===== src/rtl/trng_word_reader.sv =====
// Samples an asynchronous TRNG bit stream, XOR-folds it by DECIM, runs a repetition-count
// health test on the folded bits and hands out WORD_W-bit words over a valid/ready handshake.
module trng_word_reader #(
  parameter int WORD_W    = 32,
  parameter int DECIM     = 1,
  parameter int RCT_LIMIT = 16
) (
  input  logic              i_clk,
  input  logic              i_rst,
  input  logic              i_en,
  input  logic              i_bit,
  input  logic              i_ready,
  input  logic              i_clr_fail,
  output logic [WORD_W-1:0] o_data,
  output logic              o_valid,
  output logic              o_fail,
  output logic              o_ovf
);

  localparam logic [1:0] ST_IDLE = 2'd0;
  localparam logic [1:0] ST_FILL = 2'd1;
  localparam logic [1:0] ST_FAIL = 2'd2;

  localparam int              BCW     = $clog2(WORD_W + 1);
  localparam logic [4:0]      DECIM_C = 5'(DECIM);
  localparam logic [BCW-1:0]  WORD_C  = BCW'(WORD_W);
  localparam logic [5:0]      RCT_C   = 6'(RCT_LIMIT);

  logic              sync1_q, sync2_q;
  logic [1:0]        state_q, state_d;
  logic              acc_q, acc_d;
  logic [4:0]        dec_q, dec_d;
  logic [BCW-1:0]    bit_cnt_q, bit_cnt_d;
  logic [WORD_W-1:0] shift_q, shift_d;
  logic [5:0]        rep_q, rep_d;
  logic              prev_q, prev_d;
  logic [WORD_W-1:0] data_q, data_d;
  logic              valid_q, valid_d;
  logic              fail_q, fail_d;
  logic              ovf_q, ovf_d;

  logic              fold_bit;
  logic [4:0]        dec_nxt;
  logic [BCW-1:0]    bit_nxt;
  logic [WORD_W-1:0] shift_nxt;
  logic [5:0]        rep_nxt;
  logic              xfer;
  logic              clr_cnt;

  always_comb begin
    state_d   = state_q;
    acc_d     = acc_q;
    dec_d     = dec_q;
    bit_cnt_d = bit_cnt_q;
    shift_d   = shift_q;
    rep_d     = rep_q;
    prev_d    = prev_q;
    data_d    = data_q;
    valid_d   = valid_q;
    fail_d    = fail_q;
    ovf_d     = ovf_q;
    clr_cnt   = 1'b0;

    fold_bit  = acc_q ^ sync2_q;
    dec_nxt   = dec_q + 5'd1;
    bit_nxt   = bit_cnt_q + BCW'(1);
    shift_nxt = {shift_q[WORD_W-2:0], fold_bit};
    // rep_q == 0 marks "no folded bit seen since entering FILL"
    rep_nxt   = (rep_q == 6'd0 || fold_bit != prev_q) ? 6'd1 : rep_q + 6'd1;
    xfer      = valid_q & i_ready & (state_q != ST_FAIL);

    if (i_clr_fail) ovf_d = 1'b0;
    if (xfer) valid_d = 1'b0;

    case (state_q)
      ST_IDLE: begin
        if (i_en) state_d = ST_FILL;
      end
      ST_FILL: begin
        if (!i_en) begin
          state_d = ST_IDLE;
          clr_cnt = 1'b1;
        end else if (dec_nxt == DECIM_C) begin
          acc_d     = 1'b0;
          dec_d     = 5'd0;
          prev_d    = fold_bit;
          rep_d     = rep_nxt;
          shift_d   = shift_nxt;
          bit_cnt_d = bit_nxt;
          if (rep_nxt == RCT_C) begin
            state_d = ST_FAIL;
            fail_d  = 1'b1;
            valid_d = 1'b0;
            clr_cnt = 1'b1;
          end else if (bit_nxt == WORD_C) begin
            bit_cnt_d = '0;
            if (!valid_q || xfer) begin
              data_d  = shift_nxt;
              valid_d = 1'b1;
            end else begin
              ovf_d = 1'b1;
            end
          end
        end else begin
          acc_d = fold_bit;
          dec_d = dec_nxt;
        end
      end
      ST_FAIL: begin
        if (i_clr_fail) begin
          fail_d  = 1'b0;
          ovf_d   = 1'b0;
          state_d = i_en ? ST_FILL : ST_IDLE;
        end
      end
      default: begin
        state_d = ST_IDLE;
        clr_cnt = 1'b1;
      end
    endcase

    // Counters stay zero outside FILL so every entry into FILL starts clean
    if (clr_cnt) begin
      acc_d     = 1'b0;
      dec_d     = 5'd0;
      bit_cnt_d = '0;
      shift_d   = '0;
      rep_d     = 6'd0;
      prev_d    = 1'b0;
    end
  end

  always_ff @(posedge i_clk or negedge i_rst) begin
    if (!i_rst) begin
      sync1_q   <= 1'b0;
      sync2_q   <= 1'b0;
      state_q   <= ST_IDLE;
      acc_q     <= 1'b0;
      dec_q     <= 5'd0;
      bit_cnt_q <= '0;
      shift_q   <= '0;
      rep_q     <= 6'd0;
      prev_q    <= 1'b0;
      data_q    <= '0;
      valid_q   <= 1'b0;
      fail_q    <= 1'b0;
      ovf_q     <= 1'b0;
    end else begin
      sync1_q   <= i_bit;
      sync2_q   <= sync1_q;
      state_q   <= state_d;
      acc_q     <= acc_d;
      dec_q     <= dec_d;
      bit_cnt_q <= bit_cnt_d;
      shift_q   <= shift_d;
      rep_q     <= rep_d;
      prev_q    <= prev_d;
      data_q    <= data_d;
      valid_q   <= valid_d;
      fail_q    <= fail_d;
      ovf_q     <= ovf_d;
    end
  end

  assign o_data  = data_q;
  assign o_valid = valid_q;
  assign o_fail  = fail_q;
  assign o_ovf   = ovf_q;

endmodule

===== config.mk =====
export PLATFORM = sky130hd
export DESIGN_NAME = trng_word_reader
export DESIGN_NICKNAME = d
export VERILOG_FILES = /design/src/rtl/trng_word_reader.sv
export SDC_FILE = /design/constraint.sdc
export NUM_CORES = 1
export LEC_CHECK = 0
export ABC_AREA = 1
export CORE_MARGIN = 2
export CORE_UTILIZATION = 57
export DETAILED_ROUTE_END_ITERATION = 16
export PLACE_DENSITY_LB_ADDON = 0.2
export SETUP_SLACK_MARGIN = 0.3
export SLEW_MARGIN = 20
export SYNTH_ARGS = -nofsm -noshare
export SYNTH_HDL_FRONTEND = slang
export SYNTH_SLANG_ARGS = --single-unit

===== constraint.sdc =====
create_clock -name i_clk -period 2.2 [get_ports i_clk]
set_input_delay 0.22 -clock i_clk [delete_from_list [all_inputs] [get_ports i_clk]]
set_output_delay 0.22 -clock i_clk [all_outputs]
set_load 0.005 [all_outputs]

Word-level counts from Yosys, hierarchy flattened. Cells that the tools add are included.

Input bits: 6. Output and inout bits: 35. Memories kept: 0. Word-level logic and storage cells: 107. RAM bits: 0. ROM bits: 0. Latch bits: 0. Register bits: 89.

Reduce and logical (&&, ||, !) cells: 15. Eq/ne operators: 14. Multiply operators: 0. Add/sub/neg operators: 3. Order comparisons: 0. Shift operators: 0. Mux-type cells: 58. Div/mod/pow operators: 0. Bitwise logic cells: 4.

Operators with widths (number): 31-bit two-way mux (4); 6-bit two-way mux (11); 1-bit two-way mux (30); 5-bit two-way mux (4); 6-bit by 1-bit adder with 6-bit output, second input constant (2); 2-bit inequality test, second input constant (6); 2-bit two-way mux (5); 2-bit nonzero test (4); 6-bit by 5-bit equality test with 1-bit output, second input constant (1); 6-bit equality test, second input constant (1); 6-bit zero test (1); 3-bit inequality test, second input constant (2); 1-bit case mux with 2 select lines (3); 2-bit case mux with 3 select lines (1); 6-bit AND reduction (1); 5-bit by 1-bit adder with 5-bit output, second input constant (1); 5-bit by 1-bit equality test with 1-bit output, second input constant (1); 5-bit AND reduction (1); 4-bit AND reduction (1); 3-bit AND reduction (1); 1-bit bitwise AND (2); 2-bit by 1-bit equality test with 1-bit output, second input constant (1); 2-bit equality test, second input constant (1); 2-bit zero test (1); other kinds (7) (8).

Longest topological paths before layout. Gate-level depths: netlist (run 1).

Depth in word-level cells: 11. Depth in mapped cells: 14. Depth with buffers taken out: 13.

Worst setup path before layout (run 1). Ideal clock, no wire load.

Kind: flip-flop to flip-flop. Start: register dec_q[0]. End: register data_q[10], in the netlist o_data[10]. Required time: 2.079 ns. Path buffers: 1. Setup time: 0.121 ns. Period minus slack after synthesis: 1.893 ns. Arrival: 1.772 ns. Setup slack: 0.307 ns. Cell stages (with the launch flop): 10. Cells stage by stage: dfrtp_1 > ha_1 > xnor2_1 > nand2_1 > nor3_4 > and3_2 > nand3_4 > buf_2 > nand2_1 > o21ai_1.

Cells in the longest elaborated chain, start to end: 3.

Ends and longest elaborated chain: from (decl) (line 32) `logic [4:0] dec_q, dec_d;`; from (signal assigned) (line 139) `dec_q <= 5'd0;`; from (signal assigned) (line 153) `dec_q <= dec_d;`; 5-bit by 1-bit adder with 5-bit output (line 65) `dec_nxt = dec_q + 5'd1;`; 5-bit by 1-bit equality test with 1-bit output (line 83) `end else if (dec_nxt == DECIM_C) begin`; 6-bit AND reduction (no source line); to (signal assigned) (line 158) `data_q <= data_d;`; to (decl) (line 37) `logic [WORD_W-1:0] data_q, data_d;`.

No other way between the ends. A chain may end at the register's enable or synchronous reset.

Worst setup path after layout (run 1).
Start: register bit_cnt_q[0]. End: register data_q[24], in the netlist o_data[24].

Cells in the longest elaborated chain, start to end: 3.

Ends and longest elaborated chain: from (decl) (line 33) `logic [BCW-1:0] bit_cnt_q, bit_cnt_d;`; from (signal assigned) (line 154) `bit_cnt_q <= bit_cnt_d;`; 6-bit by 1-bit adder with 6-bit output (line 66) `bit_nxt = bit_cnt_q + BCW'(1);`; 6-bit equality test (line 95) `end else if (bit_nxt == WORD_C) begin`; 6-bit AND reduction (no source line).

No other way between the ends.

==> summary.md, run 1 <==
| Metric | Value |
|---|---|
| Outcome | finished, violations left |
| Failing checks | setup timing |
| Vias post-DR | roughly 4200 |
| Setup Viol. Count Final | 2 |
| # rows | 30 |
| First drt pass iteration count | 9 |
| Global route overflow | 0 |
| CTS tree | yes |
| Final #Nets | a little under 600 |
| VDD IR max | between 1000 and 1500 µV |
| Min setup slack post-route | -0.0686 ns |
| Crit Path Category | flip-flop to flip-flop |
| I/O pins | 41 |
| Clock skew | 0.0202 ns |
| DR WL/cell | around 22 µm |
| Worst-Margin Slew | around 0.55 ns |
| Synthesized Nets | between 400 and 500 |
| Initial DRC count | roughly 550 |
| Core area | 0.00687 mm² |
| Synth warn | 0 |
| Num Clock Sinks | around 90 |
| Initial antenna violation count | 0 |
| Design Area, Final | 0.00605 mm² |
| Crit-path max FO | 8 |
| H-tree Lvls | 3 |
| Register area share after synthesis | 0.539 |
| Most frequent cells in the layout | 101 x nand2_1, 86 x dfrtp_1, 54 x inv_1, 50 x nand2_2, 39 x clkdlybuf4s50_1 |
| RSZ-0062 raised after global routing | yes |
| Number of global-route vias before repair | roughly 3700 |
| GPL Wtd Cong | around 0.86 |
| LEAKAGE | roughly 0.0028 µW |
| Type of origin of the critical path | flip-flop |
| Total power | between 5000 and 6000 µW |
| Syn_area_per_cell | about 8.5 µm² |
| Clock transition at path regs | around 0.1 ns |
| DIE WIDTH | between 80 and 90 µm |
| Buffers added on ports | 40 |
| Initial Utilization | 0.595 |
| CP arrival | around 2.6 ns |
| DRC | 0 |
| Final period util | 1.03 |
| Hold Vio Cnt, Final | 0 |
| Synth Register Bits | 88 |
| Synth area leaders | dfrtp_1 54%, nand2_1 16%, inv_1 5.5%, nand4_1 5.4%, o21ai_1 3.9% |
| Worst skew pair latency | 0.39 ns |
| Type of the worst min-delay path | input pin to flip-flop |
| Rel. slew slack | 0.633 |
| Diodes inserted | 0 |
| Area Overhead vs Synth | 48.0% |
| Post-layout min period | around 2.3 ns |
| Setup_tns | -0.0709 ns |
| GRT Total Usage | 0.315 |
| Dpl cell area | roughly 0.0045 mm² |
| Remaining antenna violation count after routing | 0 |
| Post-Synthesis Cells | 482 |
| First-pass GRT wire length | roughly 18000 µm |
| Slew Viols, Final | 0 |
| Post-synth cell types | 27 |
| DRT Wirelength | around 15000 µm |
| Commonest non-fill, non-tap cell in the layout | nand2_1 |
| Yosys top cell by area | dfrtp_1 |
| Drt via density | just over 6 |
| DP HPWL | approximately 5300 µm |
| Finished Layout Cells | 677 |
| Inserted Clock Buffers | 9 |
| Req. time, crit path | approximately 2.5 ns |
| Largest net degree at the start of global routing | 41 |
| CP Capture Type | flip-flop |
| # fillers | about 300 |
| Max Root-Sink Buffers | 2 |
| Fin Hold WS | 0.272 ns |
| PD cells | 906 mW/mm² |
| Share of cells above drive strength 1 | 0.353 |
| Mapped cell area | around 0.004 mm² |
| F_max | 441 MHz |
| Die height | a little under 90 µm |
| Root buffer cell | clkbuf_8 |
| Synth top area share | 0.539 |
| Cell total after placement | approximately 610 |
| Die ar. | 0.00787 mm² |
| Max_cap viols | 0 |
-- cell families (layout without fill, tap and decap cells) --
kind of cell	count (synthesis)	after routing	share of synthesized area
flops	88	88	0.539
fa+ha+maj	9	9	0.0275
simple gates	251	258	0.270
buf+inv	82	174	0.0955
compound gates	48	48	0.0597
xor+xnor	4	4	0.00857
-- cell type report --
class                   count  area, µm²  share of cell area
clock inverters             7       78.8              0.0130
inverters                  62        245              0.0405
clock buffers               9        124              0.0205
well taps                  96        120              0.0198
repair buffers             96       1130               0.186
flip-flops and latches     88       2200               0.364
multi-input cells         319       2150               0.355
-- critical path: stages, from the launching register on --
cell,delay [ns]
dfrtp_1,0.47
ha_2,0.23
nand2_1,0.09
inv_2,0.11
nand3_1,0.10
nand2_1,0.09
nand3_1,0.08
nor2_2,0.15
and3_4,0.22
nand3_4,0.09
buf_12,0.18
clkbuf_16,0.17
o21ai_1,0.18
-- flip-flops by register name, summed over array words and instances (netlist names) --
name and count:
acc_q 1, o_ovf 1, dec_q 5, rep_q 6, sync1_q 1, o_valid 1, shift_q 31, bit_cnt_q 6
o_fail 1, state_q 2, sync2_q 1, o_data 32
-- where the power goes --
part           switching, µW  internal (µW)  total (µW)
Sequential               141           1730        1870
Combinational           1540            851        2390
Clock                    680            540        1220
Total                   2360           3120        5480
-- worst paths after layout --
path | startpoint | endpoint | slack, ns | depth (start not counted)
max | bit_cnt_q[0]$_DFFE_PN0P_ | o_data[24]$_DFFE_PN0P_ | -0.07 | 12
min | i_bit | sync1_q$_DFF_PN0_ | 0.27 | 1
max reg2reg | bit_cnt_q[0]$_DFFE_PN0P_ | o_data[24]$_DFFE_PN0P_ | -0.07 | 12
min reg2reg | sync1_q$_DFF_PN0_ | sync2_q$_DFF_PN0_ | 0.40 | 0
max in group asynchronous | i_rst | o_data[2]$_DFFE_PN0P_ | 1.15 | 3
min in group asynchronous | i_rst | o_data[3]$_DFFE_PN0P_ | 0.36 | 2
-- per-layer routing --
metal,track usage,part of all wire,vias up
met1,0.387,0.34,1980
met4,0.183,0.076,0
met5,0,0,-
met3,0.0700,0.098,133
li1,-,-,1738
met2,0.510,0.48,355
-- per-stage QoR --
stage | setup slack (ns) | utilization
floorplan | 0.307 | -
global placement | 0.137 | 0.661
detailed placement | 0.0420 | 0.661
CTS | 0.232 | 0.793
global route | -0.125 | 0.881
finish | -0.0686 | 0.881
-- Yosys cell counts, drive strengths merged --
cell	instances
xnor2	2
nand2	177
xor2	2
nor2	18
dfrtp	88
nand3b	2
a21oi	6
buf	17
o21bai	1
o21ai	40
ha	9
nand3	16
nor3	2
nand4	35
inv	62
clkbuf	3
and3	1
o22ai	1
-- what timing repair did --
| item | in CTS | in global routing |
|---|---|---|
| gates resized for setup | 87 | 98 |
| cloned | 13 | 4 |
| hold buffers | 1 | 0 |
| pin swaps | 15 | 13 |
| hold endpoints to repair | 37 | 0 |
| setup endpoints to repair | 81 | 83 |
| buffers inserted | 18 | 17 |
Note: power is estimated with default switching activity, not from simulation.
==> run 2: changes to the inputs <==
Settings changed: CORE_MARGIN 2 to 8, MAX_ROUTING_LAYER set to met4.
==> run 2 against run 1 <==
Against the previous run:
- the flow still finishes with violations (setup timing)
- sequential power barely moved
- worst hold slack improved by 0.021 ns
- core utilization is 8.0 points lower
- total power down 1.6%
- register-to-register slack gained 0.04 ns
- clock power hardly changed
- first-iteration DRC count is 36% lower
- critical path depth down 1
- fmax increased by 1.9%
- count of clock-buffer cells in the layout is 2 higher
- via count shrank 7.8%
- global-route usage decreased by 9.5 points
- largest power group unchanged
- highest routed layer unchanged
==> summary.md, run 2 (synthesis gave the netlist of run 1 again) <==
| Metric | Value |
|---|---|
| Finished Layout Cells | roughly 670 |
| Die ar. | between 0.01 and 0.015 mm² |
| Number of global-route vias before repair | 3536 |
| # fillers | 410 |
| VDD IR max | 766 µV |
| Drt via density | roughly 5.8 |
| DP HPWL | between 5000 and 6000 µm |
| Buffers added on ports | 40 |
| Rel. slew slack | 0.620 |
| DRT Wirelength | about 13000 µm |
| Crit-path max FO | 8 |
| Final period util | 1.01 |
| First-pass GRT wire length | 17000 µm |
| Post-layout min period | 2.23 ns |
| Max Root-Sink Buffers | 2 |
| Inserted Clock Buffers | 9 |
| Min-delay src | i_bit |
| Cell total after placement | between 600 and 700 |
| Worst Hold Path EP | sync1_q$_DFF_PN0_ |
| Clock transition at path regs | about 0.09 ns |
| CTS tree | yes |
| Final #Nets | ~580 |
| Sequential Area | between 0.002 and 0.0025 mm² |
| Vias post-DR | ~3900 |
| CP arrival | ~2.5 ns |
| Largest net degree at the start of global routing | 43 |
| Reg2Reg Setup Slack | -0.03 ns |
| GPL Wtd Cong | 0.891 |
| Critical R2R Capture | shift_q[12]$_DFFE_PN0P_ |
| Remaining antenna violation count after routing | 0 |
| Crit Path Category | flip-flop to flip-flop |
| RSZ-0062 raised after global routing | yes |
| Global route overflow | 0 |
| Root buffer cell | clkbuf_8 |
| Initial antenna violation count | 0 |
| Core area | 0.00710 mm² |
| Type of origin of the critical path | flip-flop |
| Most frequent cells in the layout | 122 x nand2_1, 85 x dfrtp_1, 53 x inv_1, 45 x nand2_2, 39 x clkdlybuf4s50_1 |
| Largest register FFs | 32 |
| CP Capture Type | flip-flop |
| DR WL/cell | ~19 µm |
| F_max | between 400 and 500 MHz |
| Worst flop-to-flop path startpoint | dec_q[1]$_DFFE_PN0P_ |
| Worst skew pair latency | between 0.3 and 0.4 ns |
| Commonest non-fill, non-tap cell in the layout | nand2_1 |
| Max_cap viols | 0 |
| Die height | 101 µm |
| Worst-Margin Slew | between 0.5 and 0.6 ns |
| Slew Viols, Final | 0 |
| Num Clock Sinks | between 80 and 90 |
| Setup Viol. Count Final | 5 |
| Initial Utilization | 0.576 |
| H-tree Lvls | 3 |
| Diodes inserted | 0 |
| DRC | 0 |
| Min setup slack post-route | -0.0260 ns |
| # rows | 31 |
| Total power | 5390 µW |
| First drt pass iteration count | 5 |
| Hold Vio Cnt, Final | 0 |
| Clock skew | between 0.01 and 0.015 ns |
| Design Area, Final | 0.00569 mm² |
| I/O pins | between 40 and 50 |
| DIE WIDTH | about 100 µm |
| PD cells | between 900 and 1000 mW/mm² |
| Multi-input logic area | 0.00194 mm² |
| GRT Total Usage | 0.220 |
| Area Overhead vs Synth | 39.1% |
| Type of the worst min-delay path | input pin to flip-flop |
| LEAKAGE | 0.00268 µW |
| Dpl cell area | around 0.0045 mm² |
| Share of cells above drive strength 1 | 0.271 |
| Initial DRC count | 351 |
| Failing checks | setup timing |
| Outcome | finished, violations left |
| Worst hold path depth | 1 |
| Worst-case reg-to-reg path depth | 11 |
| Req. time, crit path | approximately 2.4 ns |
## run 2: changes by cell type in the layout (fill, tap and decap cells not counted), moves of 2 or more
cell       change
nand2_4       -16
buf_12         -3
buf_4          -9
o21ai_2       -21
clkbuf_8       +2
o21ai_1       +20
nand2_2        -5
buf_16         -4
clkbuf_16      +2
nand2_1       +21
inv_6          -4
## run 2: layout make-up
cell class,count,share of cell area
Clock buffer,11,0.0266
Multi-Input combinational cell,319,0.341
Timing Repair inverter,1,0.00132
Tap cell,99,0.0218
Timing Repair Buffer,83,0.167
Inverter,62,0.0433
Clock inverter,5,0.0110
Sequential cell,88,0.388
## run 2: metal layers
layer,up-vias,global-route usage,wire [µm]
met3,59,0.0414,1020
met5,-,-,0
li1,1724,-,-
met4,0,0.102,542
met2,241,0.355,6160
met1,1856,0.261,4930
## run 2: stage by stage
stage	utilization	setup WS [ns]	setup TNS, ns	hold WS, ns
2_1_floorplan	-	0.307	0	-0.0756
3_3_place_gp	0.641	0.122	0	0.246
3_5_place_dp	0.641	0.0399	0	0.251
4_1_cts	0.744	0.162	0	0.289
5_1_grt	0.801	-0.0856	-1.52	0.283
6_report	0.801	-0.0260	-0.0693	0.293
## run 2: worst max-delay path, stage by stage (launching register included)
cell	delay [ns]
dfrtp_1	0.43
ha_4	0.21
xnor2_4	0.18
nand2_2	0.09
nor3_4	0.25
buf_4	0.16
buf_6	0.11
clkinvlp_4	0.14
nand2_8	0.25
nand2_8	0.13
nand2_2	0.08
nand2_1	0.09
## run 2: how the worst max path moves through the flow
| stage | depth (start not counted) | slack, ns | startpoint | end |
|---|---|---|---|---|
| 5_1_grt | 11 | -0.09 | dec_q[1]$_DFFE_PN0P_ | bit_cnt_q[2]$_DFFE_PN0P_ |
| 6_report | 11 | -0.03 | dec_q[1]$_DFFE_PN0P_ | shift_q[12]$_DFFE_PN0P_ |
| 4_1_cts | 11 | 0.16 | dec_q[0]$_DFFE_PN0P_ | shift_q[13]$_DFFE_PN0P_ |
| 3_3_place_gp | 13 | 0.12 | rep_q[0]$_DFFE_PN0P_ | shift_q[10]$_DFFE_PN0P_ |
| 2_1_floorplan | 9 | 0.31 | dec_q[0]$_DFFE_PN0P_ | o_data[10]$_DFFE_PN0P_ |
| 3_5_place_dp | 13 | 0.04 | rep_q[0]$_DFFE_PN0P_ | bit_cnt_q[4]$_DFFE_PN0P_ |
## run 2: power breakdown
part	switching, µW	total, µW	leakage [µW]	internal, µW
registers	122	1850	0.00121	1730
logic	1480	2340	0.00136	869
clock network	601	1200	0.000107	595
total	2200	5390	0.00268	3190
## run 2: timing repair
action,in CTS,in global routing
hold buffers,1,0
hold endpoints to repair,39,0
setup buffers,17,8
cloned,9,7
pin swaps,19,24
gates resized for setup,64,57
setup endpoints to repair,80,84
==> run 3: changes to the inputs <==
Settings changed: CORE_ASPECT_RATIO set to 0.75, CORE_UTILIZATION 57 to 30.
==> run 3 against run 2 <==
Against the previous run:
- the run now ends clean
- combinational power decreased by 28%
- clock power increased by 32%
- final area about the same
- die area increased by 74%
- core utilization decreased by 38 points
- fmax increased by 5.1%
- via count decreased by 13%
- critical endpoint is now o_data[21]$_DFFE_PN0P_
- largest cell class unchanged
- largest power group is now sequential cells
==> summary.md, run 3 (synthesis gave the netlist of run 1 again) <==
| Metric | Value |
|---|---|
| Area Overhead vs Synth | 39.2% |
| Min setup slack post-route | 0.0810 ns |
| DIE WIDTH | around 150 µm |
| Crit-path cells | ha_4 > xnor2_4 > nand2_2 > nor3_4 > and3_4 > nand3_4 > clkbuf_16 > nand2_1 > o21ai_1 |
| CTS tree | yes |
| Type of the worst min-delay path | input pin to async pin |
| Slew Viols, Final | 0 |
| Worst-Margin Slew | 0.423 ns |
| DRT Wirelength | 10800 µm |
| Root buffer cell | clkbuf_16 |
| Final #Nets | between 500 and 600 |
| Initial antenna violation count | 0 |
| Vias post-DR | about 3400 |
| Drt via density | 4.62 |
| I/O pins | 41 |
| Final period util | 0.963 |
| Largest register FFs | 32 |
| DP HPWL | approximately 6000 µm |
| Cell total after placement | a little under 700 |
| Crit Path Category | flip-flop to flip-flop |
| Cell family with most CP delay | simple AND/OR/NAND/NOR gates |
| Worst skew pair latency | around 0.33 ns |
| Initial Utilization | 0.302 |
| Type of origin of the critical path | flip-flop |
| DR WL/cell | 14.7 µm |
| Clock transition at path regs | 0.06 ns |
| Most frequent cells in the layout | 136 x nand2_1, 86 x dfrtp_1, 58 x inv_1, 39 x clkdlybuf4s50_1, 35 x nand4_1 |
| Crit-path slowest cell | dfrtp_1 |
| Setup Viol. Count Final | 0 |
| RSZ-0062 raised after global routing | yes |
| Diodes inserted | 0 |
| GRT Total Usage | 0.118 |
| LEAKAGE | between 0.002 and 0.003 µW |
| GPL Wtd Cong | between 0.8 and 0.9 |
| F_max | about 470 MHz |
| Finished Layout Cells | ~730 |
| Number of global-route vias before repair | around 3200 |
| Remaining antenna violation count after routing | 0 |
| Initial DRC count | roughly 180 |
| Slowest stage delay, CP | ~0.43 ns |
| Inserted Clock Buffers | 9 |
| CP arrival | 2.34 ns |
| PD cells | roughly 900 mW/mm² |
| VDD IR max | 497 µV |
| Design Area, Final | around 0.0057 mm² |
| Post-layout min period | 2.12 ns |
| H-tree Lvls | 3 |
| Outcome | completed |
| Global route overflow | 0 |
| Fin Hold WS | 0.310 ns |
| CP Capture Type | flip-flop |
| Dpl cell area | around 0.0047 mm² |
| First drt pass iteration count | 4 |
| Largest net degree at the start of global routing | 47 |
| Die height | 117 µm |
| Num Clock Sinks | slightly below 90 |
| # rows | 37 |
| Buf/Inv on CP | 1 |
| Req. time, crit path | roughly 2.4 ns |
| Clock skew | ~0.0045 ns |
| DRC | 0 |
| Max_cap viols | 0 |
| Hold Vio Cnt, Final | 0 |
| Max Root-Sink Buffers | 2 |
| Commonest non-fill, non-tap cell in the layout | nand2_1 |
| Core area | approximately 0.014 mm² |
| Crit-path max FO | 6 |
| Pre-CTS setup slack | -0.0816 ns |
| Rel. slew slack | 0.718 |
| Buffers added on ports | 40 |
| Die ar. | between 0.015 and 0.02 mm² |
| Share of cells above drive strength 1 | 0.234 |
| Setup_tns | 0 ns |
| First-pass GRT wire length | roughly 16000 µm |
==> run 3: per-stage QoR <==
| stage | total power [µW] | util |
|---|---|---|
| 2_1_floorplan | 2790 | - |
| 3_3_place_gp | 3030 | 0.345 |
| 3_5_place_dp | 3030 | 0.345 |
| 4_1_cts | 5060 | 0.384 |
| 5_1_grt | 5410 | 0.421 |
| 6_report | 5100 | 0.421 |
==> run 3: worst paths after layout <==
| kind | startpoint | to | slack [ns] | cells after the start |
|---|---|---|---|---|
| max in group asynchronous | i_rst | bit_cnt_q[4]$_DFFE_PN0P_ | 1.17 | 3 |
| min in group i_clk | i_bit | sync1_q$_DFF_PN0_ | 0.35 | 1 |
| max reg2reg | dec_q[1]$_DFFE_PN0P_ | o_data[21]$_DFFE_PN0P_ | 0.08 | 9 |
| min | i_rst | o_data[2]$_DFFE_PN0P_ | 0.31 | 2 |
| min reg2reg | sync1_q$_DFF_PN0_ | sync2_q$_DFF_PN0_ | 0.36 | 0 |
| max | dec_q[1]$_DFFE_PN0P_ | o_data[21]$_DFFE_PN0P_ | 0.08 | 9 |
==> run 3: worst reg2reg max path: stages (launching register included) <==
cell       delay, ns
dfrtp_1         0.43
ha_4            0.21
xnor2_4         0.16
nand2_2         0.10
nor3_4          0.27
and3_4          0.29
nand3_4         0.19
clkbuf_16       0.25
nand2_1         0.06
o21ai_1         0.05
==> run 3: repair_timing <==
action / CTS / global route
setup endpoints to repair: 83 / 86
buffers inserted: 4 / 13
pin swaps: 12 / 17
hold buffers: 1 / 0
gates resized for setup: 26 / 74
endpoints found under the hold margin: 18 / 0
cloned: 5 / 7
==> run 3: cell type report <==
class | count | area [µm²]
Fill cell | 1330 | 7830
Timing Repair Buffer | 76 | 808
Sequential cell | 88 | 2200
Inverter | 62 | 238
Tap cell | 175 | 219
Clock inverter | 4 | 70.1
Multi-Input combinational cell | 318 | 1920
Clock buffer | 11 | 233
==> run 3: metal layers <==
| metal | up-vias | share of wire | track usage |
|---|---|---|---|
| met5 | - | 0 | - |
| li1 | 1697 | - | - |
| met2 | 64 | 0.45 | 0.168 |
| met4 | 0 | 0.0074 | 0.0329 |
| met1 | 1620 | 0.49 | 0.161 |
| met3 | 7 | 0.050 | 0.0323 |
==> run 3: power by group <==
part | leakage (µW) | internal [µW] | switching [µW]
registers | 0.00121 | 1730 | 107
clock network | 0.000149 | 985 | 595
logic | 0.00126 | 566 | 1120
